File: src/rtl/temp_pkg.sv
// ============================================================================
//  temp_pkg
//  Shared XADC temperature constants, averager state type and helpers.
//  Revision: 1.0
// ============================================================================
`default_nettype none

package temp_pkg;

    localparam int XADC_WIDTH = 12;

    // Station classification thresholds, shared with the station-detect logic.
    localparam int COLD_MAX = 1200;
    localparam int HOT_MIN  = 1900;

    typedef enum logic [0:0] {
        FILL = 1'b0,
        FULL = 1'b1
    } avg_state_e;

    function automatic logic [31:0] abs_diff(input logic [31:0] a, input logic [31:0] b);
        return (a > b) ? (a - b) : (b - a);
    endfunction

endpackage

`default_nettype wire

File: src/rtl/sample_ring.sv
// ============================================================================
//  sample_ring
//  DEPTH x WIDTH circular sample buffer with synchronous clear; exposes the
//  entry that the next write will overwrite.
//  Revision: 1.0
// ============================================================================
`default_nettype none

module sample_ring #(
    parameter int WIDTH      = 12,
    parameter int LOG2_DEPTH = 3
) (
    input  logic             clk,
    input  logic             rst,
    input  logic             i_clear,
    input  logic             i_wr_en,
    input  logic [WIDTH-1:0] i_wr_data,
    output logic [WIDTH-1:0] o_old_data
);

    localparam int DEPTH = 1 << LOG2_DEPTH;

    logic [WIDTH-1:0]      ring_q [DEPTH];
    logic [WIDTH-1:0]      ring_d [DEPTH];
    logic [LOG2_DEPTH-1:0] wp_q;
    logic [LOG2_DEPTH-1:0] wp_d;

    assign o_old_data = ring_q[wp_q];

    always_comb begin
        ring_d = ring_q;
        wp_d   = wp_q;
        if (i_clear) begin
            for (int i = 0; i < DEPTH; i++) begin
                ring_d[i] = '0;
            end
            wp_d = '0;
        end else if (i_wr_en) begin
            ring_d[wp_q] = i_wr_data;
            // Pointer width equals log2 of depth, so wrap is implicit.
            wp_d         = wp_q + 1'b1;
        end
    end

    always_ff @(posedge clk or posedge rst) begin
        if (rst) begin
            for (int i = 0; i < DEPTH; i++) begin
                ring_q[i] <= '0;
            end
            wp_q <= '0;
        end else begin
            ring_q <= ring_d;
            wp_q   <= wp_d;
        end
    end

endmodule

`default_nettype wire

File: src/rtl/temp_sample_averager.sv
// ============================================================================
//  temp_sample_averager
//  Sliding-window moving average of XADC temperature samples with a level
//  ready flag. Optional outlier rejection: TEMP_AVG_OUTLIER_REJECT_EN.
//  Revision: 1.0
// ============================================================================
`default_nettype none

module temp_sample_averager
    import temp_pkg::*;
#(
    parameter int WIDTH        = XADC_WIDTH,
    parameter int LOG2_DEPTH   = 3,
    parameter int REJECT_DELTA = 400
) (
    input  logic                  CLK,
    input  logic                  RST,
    input  logic [WIDTH-1:0]      sampleIn,
    input  logic                  sampleValid,
    input  logic                  flush,
    output logic [WIDTH-1:0]      digitalTemp,
    output logic                  ready,
    output logic [LOG2_DEPTH:0]   sampleCount
`ifdef TEMP_AVG_OUTLIER_REJECT_EN
    ,
    output logic                  rejectPulse
`endif
);

    localparam int DEPTH = 1 << LOG2_DEPTH;
    localparam int SUM_W = WIDTH + LOG2_DEPTH;
    localparam int CNT_W = LOG2_DEPTH + 1;
    localparam logic [CNT_W-1:0] LAST_FILL = CNT_W'(DEPTH - 1);

`ifdef TEMP_AVG_OUTLIER_REJECT_EN
    localparam bit REJECT_EN = 1'b1;
`else
    localparam bit REJECT_EN = 1'b0;
`endif

    avg_state_e        state_q, state_d;
    logic [SUM_W-1:0]  sum_q, sum_d;
    logic [CNT_W-1:0]  count_q, count_d;
    logic [WIDTH-1:0]  avg_q, avg_d;
    logic              ready_q, ready_d;
    logic [WIDTH-1:0]  w_old_sample;
    logic              w_reject;
    logic              w_accept;

    sample_ring #(
        .WIDTH      (WIDTH),
        .LOG2_DEPTH (LOG2_DEPTH)
    ) u_ring (
        .clk        (CLK),
        .rst        (RST),
        .i_clear    (flush),
        .i_wr_en    (w_accept),
        .i_wr_data  (sampleIn),
        .o_old_data (w_old_sample)
    );

    // Outliers are judged against the published average, only once full.
    assign w_reject = REJECT_EN && (state_q == FULL) && sampleValid && !flush &&
                      (abs_diff(32'(sampleIn), 32'(avg_q)) > 32'(REJECT_DELTA));
    assign w_accept = sampleValid && !flush && !w_reject;

    always_comb begin
        state_d = state_q;
        sum_d   = sum_q;
        count_d = count_q;
        avg_d   = WIDTH'(sum_q >> LOG2_DEPTH);
        ready_d = (state_q == FULL);
        if (flush) begin
            state_d = FILL;
            sum_d   = '0;
            count_d = '0;
            avg_d   = '0;
            ready_d = 1'b0;
        end else if (w_accept) begin
            // During FILL the slot being replaced still holds zero.
            sum_d = sum_q + SUM_W'(sampleIn) - SUM_W'(w_old_sample);
            if (state_q == FILL) begin
                count_d = count_q + 1'b1;
                if (count_q == LAST_FILL) begin
                    state_d = FULL;
                end
            end
        end
    end

    always_ff @(posedge CLK or posedge RST) begin
        if (RST) begin
            state_q <= FILL;
            sum_q   <= '0;
            count_q <= '0;
            avg_q   <= '0;
            ready_q <= 1'b0;
        end else begin
            state_q <= state_d;
            sum_q   <= sum_d;
            count_q <= count_d;
            avg_q   <= avg_d;
            ready_q <= ready_d;
        end
    end

`ifdef TEMP_AVG_OUTLIER_REJECT_EN
    logic reject_q;
    logic reject_d;

    assign reject_d = w_reject;

    always_ff @(posedge CLK or posedge RST) begin
        if (RST) begin
            reject_q <= 1'b0;
        end else begin
            reject_q <= reject_d;
        end
    end

    assign rejectPulse = reject_q;
`endif

    assign digitalTemp = avg_q;
    assign ready       = ready_q;
    assign sampleCount = count_q;

endmodule

`default_nettype wire
File: config.mk
export PLATFORM = sky130hd
export DESIGN_NAME = temp_sample_averager
export DESIGN_NICKNAME = d
export VERILOG_FILES = /design/src/rtl/temp_pkg.sv /design/src/rtl/sample_ring.sv /design/src/rtl/temp_sample_averager.sv
export SDC_FILE = /design/constraint.sdc
export NUM_CORES = 1
export LEC_CHECK = 0
export BUFFER_PORTS_ARGS = -buffer_cell sky130_fd_sc_hd__buf_2
export CORE_ASPECT_RATIO = 1.4
export CORE_MARGIN = 2
export CORE_UTILIZATION = 55
export CTS_CLUSTER_SIZE = 25
export DETAILED_ROUTE_END_ITERATION = 10
export GPL_ROUTABILITY_DRIVEN = 0
export PLACE_DENSITY = 0.73
export SLEW_MARGIN = 20
export SYNTH_ARGS = -nofsm -noshare
export SYNTH_HDL_FRONTEND = slang
export SYNTH_SLANG_ARGS = --single-unit
File: constraint.sdc
create_clock -name CLK -period 5.15 [get_ports CLK]
set_clock_uncertainty 0.2 [all_clocks]
set_input_delay 0.7725 -clock CLK [delete_from_list [all_inputs] [get_ports CLK]]
set_output_delay 0.7725 -clock CLK [all_outputs]
set_load 0.01 [all_outputs]
==> key figures, run 1 <==
Setup path
  – Worst Setup End Kind: flop
  – Setup Crit Path Kind: flop to flop
  – Startpoint class of the critical path: flop
  – Crit path max fanout: 17
  – Depth of the worst register-to-register path: 14
  – Critical Path AT: 4830 ps
  – Data required time at the worst endpoint: 5250 ps

Floorplan
  – Number of top-level design ports: 33
  – Initial Utilization: 56.09%
  – Die height: 136.6 µm
  – Number of rows in the core area: 48
  – Area of the placeable core: 12,310 µm²
  – Die boundary width: 98.70 µm
  – Die Area: 13,480 µm²

Route
  – Initial DRC Count: 778
  – Count of TritonRoute iterations in the first routing pass: 6
  – Via density per instance: 6.126
  – Routed Wire Length: 18,740 µm
  – DRC violation count after routing: 0
  – ANT nets after route: 0
  – Routed via count: 5,954
  – Avg WL per Cell: 19.28 µm

Placement
  – Total placed cells including tap cells: 940
  – Worst slack after detailed placement: 515.5 ps
  – Port bufs: 32
  – Half-perimeter wire length after detailed placement: 12,410 µm
  – Cell area after placement: 7164 µm²

Logic synthesis
  – Post-synthesis compound-gate area fraction: 16.00%
  – Commonest cells in the netlist: sky130_fd_sc_hd__nand2_1, sky130_fd_sc_hd__dfrtp_1, sky130_fd_sc_hd__a21oi_1
  – Area of the mapped netlist: 6905 µm²
  – Share of synthesized cell area in full adder, half adder and majority cells: 6.559%
  – Synthesized flop and latch total: 132
  – Synthesized netlist cell count: 799
  – Fraction of synthesized cell area in xor and xnor cells: 1.522%
  – Cell taking the most area after synthesis: sky130_fd_sc_hd__dfrtp_1
  – Share of the synthesized area in the top cell type: 47.83%
  – Dominant combinational cell family by area after synthesis: simple AND/OR/NAND/NOR gates
  – Mux contribution to synthesized area: 4.765%
  – Cell with the most instances after synthesis: sky130_fd_sc_hd__nand2_1
  – Part of the Yosys area used for sequential elements: 47.83%
  – Per-instance average area after synthesis: 8.643 µm²
  – Total nets after synthesis: 844
  – Most area-consuming cells after synthesis: sky130_fd_sc_hd__dfrtp_1, sky130_fd_sc_hd__nand2_1, sky130_fd_sc_hd__a21oi_1
  – Number of synthesized flops with an enable pin: 0
  – Asr flop ratio synth: 100.0%
  – Library cells used by synthesis: 45
  – Yosys synthesis warning count: 0
  – Most frequently used flop master after synthesis: sky130_fd_sc_hd__dfrtp_1
  – Simple-Gate Fraction of Synth Area: 17.21%

Cells and area
  – Total number of nets in the final design: 854
  – Diodes inserted: 0
  – Area Overhead vs Synth: 13.08%
  – Final std cells w/o fill: 972
  – Ratio of cells with drive above 1 in the final layout: 10.95%
  – Summed area of non-filler cells in the final layout: 7809 µm²
  – Filler Cell Count: 979

Clocking
  – Clk buf depth: 2
  – Clock network latency to the later pin of the worst-skew pair: 420 ps
  – CTS Hold Buffers Added: 0
  – H-tree level count: 4
  – Sinks on the clock net: 132
  – Number of buffers created by CTS: 17
  – Clock tree from TritonCTS: built
  – Post-CTS Resized: 0
  – Post-CTS repair timing setup buffer count: 0
  – Clock root buffer master: sky130_fd_sc_hd__clkbuf_16
  – CTS clk-pin slew, worst paths: 60 ps

Power
  – Standby leakage power: 3.562 nW
  – Power density over the cells: 443.8 nW/µm²
  – Largest voltage drop on the vdd net: 0.0002410 V

Timing
  – Worst-case headroom to the max-slew limit: 24.81%
  – Max Clk Rate: 211.5 MHz
  – Worst setup slack after layout: 422.9 ps
  – Final-report hold violation count: 0
  – RSZ-0062 raised after global routing: false
  – Slew at the pin with the worst max-slew slack: 1124 ps
  – Total negative slack for setup checks: 0 ps
  – Period utilization: 91.79%
  – Worst hold margin: 305.4 ps
  – Tmin final: 4727 ps
  – Max Transition Viols Final: 0
  – Total of endpoints with negative setup slack in the final report: 0

Global routing
  – Overall routing resource usage: 29.08%
  – GRT Max-Usage Layer: met2
  – Total overflow reported by the global router: 0
  – First-pass GRT wire length: 30,360 µm
  – Maximum number of pins on one net before global-route repair: 75
  – Global routing usage on met2: 47.69%
  – Met3 GRT Util: 7.303%
  – Initial antenna violation count: 0
  – Met1 GRT Util: 35.89%
  – Number of global-route vias before repair: 5,951

Job
  – Count of max-cap constraint violations: 0

Worst hold path
  – Worst Hold Class: primary input to async pin

Run status
  – Status: completed
[state kept, by name, summed over array words and instances, names as in the netlist]
name           count
ready              1
digitalTemp       12
sum_q             15
u_ring.ring_q     96
sampleCount        4
state_q            1
u_ring.wp_q        3
[critical path: stages (launching register included)]
cell and delay, ps:
sky130_fd_sc_hd__dfrtp_1 620, sky130_fd_sc_hd__inv_2 290, sky130_fd_sc_hd__nor2_1 170, sky130_fd_sc_hd__a221oi_1 370, sky130_fd_sc_hd__o22ai_1 160, sky130_fd_sc_hd__fa_1 500
sky130_fd_sc_hd__inv_1 70, sky130_fd_sc_hd__fa_1 470, sky130_fd_sc_hd__a21o_1 220, sky130_fd_sc_hd__and4_4 200, sky130_fd_sc_hd__o2111a_1 250, sky130_fd_sc_hd__o31a_1 300
sky130_fd_sc_hd__o31ai_4 240, sky130_fd_sc_hd__mux2i_1 210, sky130_fd_sc_hd__mux2_1 340
[report_power, final]
part           switching (W)  internal, W  leakage (nW)  total, W
sequential         0.0000465      0.00111          1.82   0.00116
clock               0.000482     0.000832         0.310   0.00131
combinational       0.000599     0.000393          1.44  0.000992
total                0.00113      0.00234          3.56   0.00347
[cells in the final DEF, fill, tap and decap left out, types with 2 or more instances in the layout]
cell and count:
sky130_fd_sc_hd__mux2i_1 16, sky130_fd_sc_hd__inv_1 53, sky130_fd_sc_hd__o21ai_1 8, sky130_fd_sc_hd__a211oi_1 4, sky130_fd_sc_hd__buf_4 13, sky130_fd_sc_hd__nor3_1 5, sky130_fd_sc_hd__nor2_1 55, sky130_fd_sc_hd__a221oi_1 19
sky130_fd_sc_hd__nand2_1 225, sky130_fd_sc_hd__bufinv_16 4, sky130_fd_sc_hd__nor2b_1 2, sky130_fd_sc_hd__o311ai_1 3, sky130_fd_sc_hd__mux4_2 4, sky130_fd_sc_hd__xor2_1 3, sky130_fd_sc_hd__o21a_1 2, sky130_fd_sc_hd__buf_2 31
sky130_fd_sc_hd__fa_1 12, sky130_fd_sc_hd__inv_6 6, sky130_fd_sc_hd__mux2_1 7, sky130_fd_sc_hd__o22ai_1 5, sky130_fd_sc_hd__a21o_1 3, sky130_fd_sc_hd__o221ai_1 3, sky130_fd_sc_hd__a21oi_1 113, sky130_fd_sc_hd__nand2b_1 2
sky130_fd_sc_hd__inv_2 4, sky130_fd_sc_hd__clkbuf_16 17, sky130_fd_sc_hd__nand3_1 8, sky130_fd_sc_hd__dfrtp_1 132, sky130_fd_sc_hd__o21ai_0 7, sky130_fd_sc_hd__a22oi_1 5, sky130_fd_sc_hd__ha_1 17, sky130_fd_sc_hd__xnor2_1 9
sky130_fd_sc_hd__o21bai_1 2
[metal layers]
layer / vias to the layer above / wire (µm) / share of wire (%)
li1: 2670 / - / -
met1: 2888 / 7061 / 38
met2: 322 / 9181 / 49
met3: 74 / 1638 / 8.7
met4: 0 / 860 / 4.6
met5: - / 0 / 0
[stage by stage]
stage / power (W) / util, %
2_1_floorplan: 0.001918 / -
3_3_place_gp: 0.002112 / 58.19
3_5_place_dp: 0.002151 / 58.19
4_1_cts: 0.003475 / 63.36
5_1_grt: 0.003653 / 63.42
6_report: 0.003465 / 63.42
[logic make-up after synthesis]
logic type      Yosys count
compound gates          183
xor+xnor                 12
fa+ha+maj                29
buf+inv                 112
flops                   132
mux                      27
simple gates            304
[worst paths after layout]
path | start | end | slack (ps)
max reg2reg | u_ring.wp_q[1]$_DFFE_PP0P_ | sum_q[14]$_DFFE_PP0P_ | 420
min | RST | sampleCount[1]$_DFFE_PP0P_ | 310
max in group asynchronous | RST | u_ring.ring_q[92]$_DFFE_PP0P_ | 3590
min reg2reg | sum_q[11]$_DFFE_PP0P_ | sum_q[11]$_DFFE_PP0P_ | 310
max | u_ring.wp_q[1]$_DFFE_PP0P_ | sum_q[14]$_DFFE_PP0P_ | 420
min in group CLK | sum_q[11]$_DFFE_PP0P_ | sum_q[11]$_DFFE_PP0P_ | 310
[final cells by class]
class	count	area (µm²)	share of cell area, %
flip-flops and latches	132	3303	42.30
multi-input cells	555	3188	40.83
clock buffers	19	442.9	5.672
repair buffers	45	272.8	3.493
inverters	58	220.2	2.820
clock inverters	13	193.9	2.484
well taps	150	187.7	2.403
(Power assumes the default switching activity.)
==> run 2, diff against run 1 <==
--- a/config.mk
+++ b/config.mk
@@ -9,10 +9,11 @@
 export CORE_ASPECT_RATIO = 1.4
 export CORE_MARGIN = 2
 export CORE_UTILIZATION = 55
+export CTS_BUF_LIST = sky130_fd_sc_hd__clkbuf_8
 export CTS_CLUSTER_SIZE = 25
 export DETAILED_ROUTE_END_ITERATION = 10
 export GPL_ROUTABILITY_DRIVEN = 0
-export PLACE_DENSITY = 0.73
+export PLACE_DENSITY_LB_ADDON = 0.1
 export SLEW_MARGIN = 20
 export SYNTH_ARGS = -nofsm -noshare
 export SYNTH_HDL_FRONTEND = slang
==> key figures, run 2 (same netlist as run 1, synthesis figures left out) <==
Setup path
  – Crit Reg-Reg Startpoint: u_ring.wp_q[1]$_DFFE_PP0P_
  – Family with the most delay on the worst path: compound AO/OA/AOI/OAI gates
  – Setup Crit Path Kind: flop to flop
  – Dominant cell type by count on the critical path: sky130_fd_sc_hd__fa_1
  – CP Launch Point: u_ring.wp_q[1]$_DFFE_PP0P_
  – List of cells traversed by the critical path: buf_4, nor2_1, a221oi_1, o22ai_1, fa_1, inv_1, fa_1, a21o_1, and4_4, o2111a_1, o31a_1, o31ai_4, mux2i_1, mux2_1
  – Register-to-register setup slack: 490 ps (+70 ps)
  – Worst Setup End Kind: flop
  – Startpoint class of the critical path: flop
  – Critical Path AT: 4790 ps (-40 ps)
  – Data required time at the worst endpoint: 5280 ps (+30 ps)
  – Buffer and inverter count on the worst path: 2 (unchanged)
  – Crit path max fanout: 15 (-2)
  – Critical Path Slowest Stage Cell: sky130_fd_sc_hd__dfrtp_1
  – Critical register-to-register path endpoint: sum_q[14]$_DFFE_PP0P_
  – Number of logic stages on the critical path including buffering: 14 (unchanged)
  – Depth of the worst register-to-register path: 14 (unchanged)
  – Stage delay of the slowest cell on the critical path: 760 ps (+140 ps)
  – End point of the critical path: sum_q[14]$_DFFE_PP0P_

Clocking
  – Sinks on the clock net: 132 (unchanged)
  – Clock network latency to the later pin of the worst-skew pair: 450 ps (+30 ps)
  – Post-CTS Resized: 0 (unchanged)
  – Clock root buffer master: sky130_fd_sc_hd__clkbuf_8
  – Number of buffers created by CTS: 17 (unchanged)
  – CTS Hold Buffers Added: 0 (unchanged)
  – CTS clk-pin slew, worst paths: 80 ps (+20 ps)
  – Clk buf depth: 2 (unchanged)
  – H-tree level count: 4 (unchanged)
  – Clock tree from TritonCTS: built
  – Post-CTS repair timing setup buffer count: 0 (unchanged)

Global routing
  – First-pass GRT wire length: 30,410 µm (+0.16%)
  – Number of global-route vias before repair: 5,806 (-2.4%)
  – Maximum number of pins on one net before global-route repair: 78 (+4.0%)
  – Overall routing resource usage: 29.52% (+0.44 points)
  – Initial antenna violation count: 0 (unchanged)
  – Total overflow reported by the global router: 0 (unchanged)

Route
  – Routed met3 length: 1328 µm (-19%)
  – Initial DRC Count: 488 (-37%)
  – Count of TritonRoute iterations in the first routing pass: 8 (+2)
  – Routed Wire Length: 18,860 µm (+0.66%)
  – DRC violation count after routing: 0 (unchanged)
  – Avg WL per Cell: 19.39 µm (+0.55%)
  – Wl on met1: 7332 µm (+3.8%)
  – Met2 Routed Length: 9567 µm (+4.2%)
  – ANT nets after route: 0 (unchanged)
  – Uppermost signal routing layer after detailed routing: met4
  – Via density per instance: 5.933 (-3.1%)
  – Routed via count: 5,773 (-3.0%)

Timing
  – Max Clk Rate: 214.6 MHz (+1.5%)
  – Worst setup slack after layout: 490.9 ps (+67.95 ps)
  – Max Transition Viols Final: 0 (unchanged)
  – Final-report hold violation count: 0 (unchanged)
  – Total negative slack for setup checks: 0 ps (unchanged)
  – Period utilization: 90.47% (-1.3 points)
  – RSZ-0062 raised after global routing: false
  – Worst-case headroom to the max-slew limit: 20.70% (-4.1 points)
  – Total of endpoints with negative setup slack in the final report: 0 (unchanged)
  – Tmin final: 4659 ps (-67.95 ps)
  – Slew at the pin with the worst max-slew slack: 1185 ps (+61.49 ps)

Power
  – Largest voltage drop on the vdd net: 0.0002188 V (-9.2%)
  – Sum of internal, switching and leakage power: 0.003009 W (-13%)
  – Standby leakage power: 3.444 nW (-3.3%)
  – Power density over the cells: 398.8 nW/µm² (-10%)

Job
  – Count of max-cap constraint violations: 0 (unchanged)

Cells and area
  – Number of flip-flops under the largest register name: 96 (unchanged)
  – Final std cells w/o fill: 973 (+0.10%)
  – Ratio of cells with drive above 1 in the final layout: 10.81% (-0.13 points)
  – Commonest non-fill, non-tap cells in the layout: sky130_fd_sc_hd__nand2_1, sky130_fd_sc_hd__dfrtp_1, sky130_fd_sc_hd__a21oi_1, sky130_fd_sc_hd__nor2_1, sky130_fd_sc_hd__inv_1
  – Register bank with the most flops: u_ring.ring_q
  – Area Overhead vs Synth: 9.241%
  – Sequential cell area: 3303 µm² (unchanged)
  – Total number of nets in the final design: 855 (+0.12%)
  – Diodes inserted: 0 (unchanged)
  – Finished Core Util: 61.27% (-2.2 points)
  – Multi-input gate area: 3181 µm² (-0.24%)
  – Filler Cell Count: 1,095 (+12%)
  – Most common library cell in the layout ignoring fill and taps: sky130_fd_sc_hd__nand2_1

Worst hold path
  – Worst Hold Path Cells: 2
  – Worst Hold Class: flop to flop

Placement
  – Half-perimeter wire length after detailed placement: 12,920 µm (+4.1%)
  – Port bufs: 32 (unchanged)
  – Worst slack after detailed placement: 525.8 ps (+10.32 ps)
  – Total placed cells including tap cells: 941 (+0.11%)

Floorplan
  – Die Area: 13,480 µm² (unchanged)
  – Initial Utilization: 56.09% (unchanged)
  – Number of rows in the core area: 48 (unchanged)
  – Area of the placeable core: 12,310 µm² (unchanged)
  – Number of top-level design ports: 33 (unchanged)
  – Die boundary width: 98.70 µm (unchanged)
  – Die height: 136.6 µm (unchanged)

Run status
  – Status: completed
[run 2: stage by stage]
stage                     cell area [µm²]  hold slack [ps]
after CTS                            7543            302.0
after detailed placement             7159            279.8
after global routing                 7543            327.0
after global placement               7159            283.1
after floorplan                      6905            255.6
final                                7543            297.7
[run 2: worst min-delay path by stage]
stage | from | endpoint
floorplan | sum_q[11]$_DFFE_PP0P_ | sum_q[11]$_DFFE_PP0P_
global route | sum_q[11]$_DFFE_PP0P_ | sum_q[11]$_DFFE_PP0P_
global placement | sum_q[11]$_DFFE_PP0P_ | sum_q[11]$_DFFE_PP0P_
finish | sum_q[9]$_DFFE_PP0P_ | sum_q[9]$_DFFE_PP0P_
detailed placement | sum_q[9]$_DFFE_PP0P_ | sum_q[9]$_DFFE_PP0P_
CTS | sum_q[9]$_DFFE_PP0P_ | sum_q[9]$_DFFE_PP0P_
[run 2: routing by layer]
layer	vias to the layer above	GRT usage (%)
li1	2672	-
met1	2804	36.19
met2	246	50.00
met3	51	6.384
met4	0	13.62
met5	-	0
[run 2: worst register-to-register path, stage by stage (launching register included)]
cell and delay, ps:
sky130_fd_sc_hd__dfrtp_1 760, sky130_fd_sc_hd__buf_4 300, sky130_fd_sc_hd__nor2_1 90, sky130_fd_sc_hd__a221oi_1 250, sky130_fd_sc_hd__o22ai_1 150, sky130_fd_sc_hd__fa_1 510
sky130_fd_sc_hd__inv_1 80, sky130_fd_sc_hd__fa_1 470, sky130_fd_sc_hd__a21o_1 220, sky130_fd_sc_hd__and4_4 200, sky130_fd_sc_hd__o2111a_1 240, sky130_fd_sc_hd__o31a_1 300
sky130_fd_sc_hd__o31ai_4 240, sky130_fd_sc_hd__mux2i_1 220, sky130_fd_sc_hd__mux2_1 330
[run 2: power breakdown]
group	total (W)	internal, W	leakage (nW)	switching [W]
Clock	0.000871	0.000439	0.192	0.000433
Combinational	0.000982	0.000390	1.43	0.000592
Sequential	0.00116	0.00111	1.82	0.0000445
[run 2: final cells by class]
type / count / share of cell area, %
Clock inverter: 14 / 1.808
Sequential cell: 132 / 43.79
Clock buffer: 18 / 3.284
Inverter: 58 / 2.919
Tap cell: 150 / 2.488
Multi-Input combinational cell: 555 / 42.16
Timing Repair Buffer: 46 / 3.550
==> run 3, diff against run 2 <==
--- a/config.mk
+++ b/config.mk
@@ -17,4 +17,5 @@
 export SLEW_MARGIN = 20
 export SYNTH_ARGS = -nofsm -noshare
 export SYNTH_HDL_FRONTEND = slang
+export SYNTH_HIERARCHICAL = 1
 export SYNTH_SLANG_ARGS = --single-unit
==> key figures, run 3 <==
Run status
  – Status: completed

Cells and area
  – Most common library cell in the layout ignoring fill and taps: sky130_fd_sc_hd__dfrtp_1
  – Ratio of cells with drive above 1 in the final layout: 20.00% (+9.2 points)
  – Commonest non-fill, non-tap cells in the layout: sky130_fd_sc_hd__dfrtp_1, sky130_fd_sc_hd__nor2_1, sky130_fd_sc_hd__inv_1, sky130_fd_sc_hd__mux2i_1, sky130_fd_sc_hd__a22o_1
  – Register bank with the most flops: u_ring/ring_q
  – Total number of nets in the final design: 702 (-18%)
  – Number of flip-flops under the largest register name: 96 (unchanged)
  – Finished Core Util: 61.29% (about the same)
  – Diodes inserted: 0 (unchanged)
  – Area Overhead vs Synth: 8.603%
  – Filler Cell Count: 1,064 (-2.8%)

Floorplan
  – Number of top-level design ports: 33 (unchanged)
  – Initial Utilization: 56.44% (+0.35 points)
  – Die Area: 14,220 µm² (+5.5%)
  – Area of the placeable core: 12,940 µm² (+5.1%)
  – Die boundary width: 101.4 µm (+2.7%)
  – Die height: 140.3 µm (+2.7%)
  – Number of rows in the core area: 49 (+2.1%)

Setup path
  – Worst Setup End Kind: flop
  – Stage delay of the slowest cell on the critical path: 890 ps (+130 ps)
  – Data required time at the worst endpoint: 5280 ps (about the same)
  – Setup Crit Path Kind: flop to flop
  – Crit path max fanout: 27 (+12)
  – Critical Path Slowest Stage Cell: sky130_fd_sc_hd__dfrtp_2
  – Startpoint class of the critical path: flop
  – Register-to-register setup slack: 810 ps (+320 ps)
  – List of cells traversed by the critical path: mux4_2, mux2_2, fa_1, inv_1, ha_1, a21oi_1, o21ai_1, a311oi_1, a2111oi_0, nand3b_1
  – Critical Path AT: 4470 ps (-320 ps)

Clocking
  – CTS clk-pin slew, worst paths: 80 ps (about the same)
  – Sinks on the clock net: 132 (unchanged)
  – Post-CTS repair timing setup buffer count: 0 (unchanged)
  – Clock root buffer master: sky130_fd_sc_hd__clkbuf_8
  – Clk buf depth: 2 (unchanged)
  – H-tree level count: 4 (unchanged)
  – Post-CTS Resized: 0 (unchanged)
  – Clock network latency to the later pin of the worst-skew pair: 450 ps (about the same)
  – Clock tree from TritonCTS: built
  – CTS Hold Buffers Added: 0 (unchanged)
  – Number of buffers created by CTS: 17 (unchanged)

Logic synthesis
  – Part of the Yosys area used for sequential elements: 45.24% (-2.6 points)
  – Most frequently used flop master after synthesis: sky130_fd_sc_hd__dfrtp_1
  – Per-instance average area after synthesis: 11.43 µm² (+32%)
  – Total nets after synthesis: 684 (-19%)
  – Library cells used by synthesis: 71 (+58%)
  – Area of the mapped netlist: 7301 µm² (+5.7%)
  – Commonest cells in the netlist: sky130_fd_sc_hd__dfrtp_1, sky130_fd_sc_hd__nor2_1, sky130_fd_sc_hd__inv_1
  – Asr flop ratio synth: 100.0% (unchanged)
  – Synthesized flop and latch total: 132 (unchanged)
  – Synthesized netlist cell count: 639 (-20%)
  – Most area-consuming cells after synthesis: sky130_fd_sc_hd__dfrtp_1, sky130_fd_sc_hd__mux2i_1, sky130_fd_sc_hd__mux4_2
  – Yosys synthesis warning count: 6 (+6)
  – Cell taking the most area after synthesis: sky130_fd_sc_hd__dfrtp_1
  – Number of synthesized flops with an enable pin: 0 (unchanged)
  – Share of the synthesized area in the top cell type: 45.24% (-2.6 points)
  – Cell with the most instances after synthesis: sky130_fd_sc_hd__dfrtp_1

Timing
  – Total of endpoints with negative setup slack in the final report: 0 (unchanged)
  – Tmin final: 4338 ps (-321.0 ps)
  – Worst setup slack after layout: 811.9 ps (+321.0 ps)
  – Max Clk Rate: 230.5 MHz (+7.4%)
  – Final-report hold violation count: 0 (unchanged)
  – Slew at the pin with the worst max-slew slack: 886.2 ps (-298.9 ps)
  – Worst-case headroom to the max-slew limit: 40.92% (+20 points)
  – Worst hold margin: 169.7 ps (-127.9 ps)
  – Total negative slack for setup checks: 0 ps (unchanged)
  – RSZ-0062 raised after global routing: false
  – Max Transition Viols Final: 0 (unchanged)
  – Period utilization: 84.24% (-6.2 points)

Global routing
  – Initial antenna violation count: 0 (unchanged)
  – First-pass GRT wire length: 27,340 µm (-10%)
  – Maximum number of pins on one net before global-route repair: 61 (-22%)
  – Overall routing resource usage: 25.00% (-4.5 points)
  – Number of global-route vias before repair: 5,234 (-9.9%)
  – Total overflow reported by the global router: 0 (unchanged)

Route
  – Routed Wire Length: 16,450 µm (-13%)
  – Avg WL per Cell: 19.40 µm (about the same)
  – Via density per instance: 5.854 (-1.3%)
  – Routed via count: 4,964 (-14%)
  – ANT nets after route: 0 (unchanged)
  – Initial DRC Count: 329 (-33%)
  – DRC violation count after routing: 0 (unchanged)
  – Count of TritonRoute iterations in the first routing pass: 4 (-4)

Power
  – Part of the power in combinational logic: 33.1% (+0.5 points)
  – Power density over the cells: 384.6 nW/µm² (-3.6%)
  – Share of total power in sequential cells: 37.8% (-0.6 points)
  – Internal Pwr Total: 0.001989 W (+2.6%)
  – Clk pwr share: 29.1% (about the same)
  – Switch share: 34.78% (-0.77 points)
  – Sw Pwr: 0.001061 W (-0.85%)
  – Largest voltage drop on the vdd net: 0.0001651 V (-25%)
  – Sum of internal, switching and leakage power: 0.003049 W (+1.3%)
  – Standby leakage power: 3.924 nW (+14%)

Placement
  – Port bufs: 32 (unchanged)
  – Worst slack after detailed placement: 850.4 ps (+324.6 ps)
  – Half-perimeter wire length after detailed placement: 11,500 µm (-11%)

Worst hold path
  – Worst Hold Class: primary input to async pin

Job
  – Count of max-cap constraint violations: 0 (unchanged)
-- run 3: cell count changes after synthesis, sizes merged, moves of 7 or more --
cell / change
mux4: +18
a21oi: -102
buf: +19
clkbuf: -29
nor2b: +8
nand2: -200
mux2i: +38
and2: +7
a221oi: -18
nor2: +26
a22o: +36
-- run 3: worst paths after layout --
kind,from,depth (start not counted),endpoint
max,u_ring/wp_q[0]$_DFFE_PP0P_,10,sum_q[13]$_DFFE_PP0P_
min,RST,2,sum_q[2]$_DFFE_PP0P_
max reg2reg,u_ring/wp_q[0]$_DFFE_PP0P_,10,sum_q[13]$_DFFE_PP0P_
min reg2reg,u_ring/ring_q[4]$_DFFE_PP0P_,2,u_ring/ring_q[4]$_DFFE_PP0P_
max in group asynchronous,RST,3,u_ring/wp_q[2]$_DFFE_PP0P_
min in group CLK,u_ring/ring_q[4]$_DFFE_PP0P_,2,u_ring/ring_q[4]$_DFFE_PP0P_
-- run 3: per-stage QoR --
| stage | instance area (µm²) | cells |
|---|---|---|
| after floorplan | 7301 | 639 |
| after CTS | 7929 | 848 |
| after global routing | 7929 | 848 |
| after detailed placement | 7530 | 816 |
| after global placement | 7530 | 816 |
| final | 7929 | 848 |
-- run 3: kinds of logic after synthesis --
kind of cell	after synthesis	share of synthesized area (%)
compound gates	113	12.39
xor+xnor	8	0.9598
fa+ha+maj	29	6.204
buf+inv	100	6.255
flops	132	45.24
mux	87	16.04
simple gates	170	12.90
-- run 3: worst max-delay path, delay by kind of cell (launching register included) --
family | cells | cell delay [ps]
AO/OA/AOI/OAI | 4 | 1100
multiplexers | 2 | 900
flip-flops | 1 | 890
adder cells (fa/ha/maj) | 2 | 870
AND/OR/NAND/NOR | 1 | 210
buffers and inverters | 1 | 40
-- run 3: cell type report --
cell class,instances,area (µm²),area share (%)
clock buffers,17,234.0,2.951
flip-flops and latches,132,3306,41.69
multi-input cells,407,3547,44.74
well taps,178,222.7,2.809
clock inverters,15,165.2,2.083
repair buffers,43,242.7,3.061
inverters,56,211.5,2.667
-- run 3: per-layer routing --
layer / global-route usage (%) / share of wire [%] / vias to the layer above
met4: 9.175 / 1.5 / 0
met1: 33.58 / 43 / 2531
met2: 40.50 / 52 / 107
met3: 4.541 / 4.1 / 28
li1: - / - / 2298
met5: 0 / 0 / -
-- run 3: power by group through the flow --
| stage | combinational [W] | sequential (W) | clock, W |
|---|---|---|---|
| after detailed placement | 0.000999 | 0.00117 | 0 |
| after CTS | 0.00100 | 0.00115 | 0.000911 |
| after global routing | 0.00111 | 0.00116 | 0.000956 |
| after global placement | 0.000973 | 0.00117 | 0 |
| after floorplan | 0.000773 | 0.00117 | 0 |
| final | 0.00101 | 0.00115 | 0.000887 |
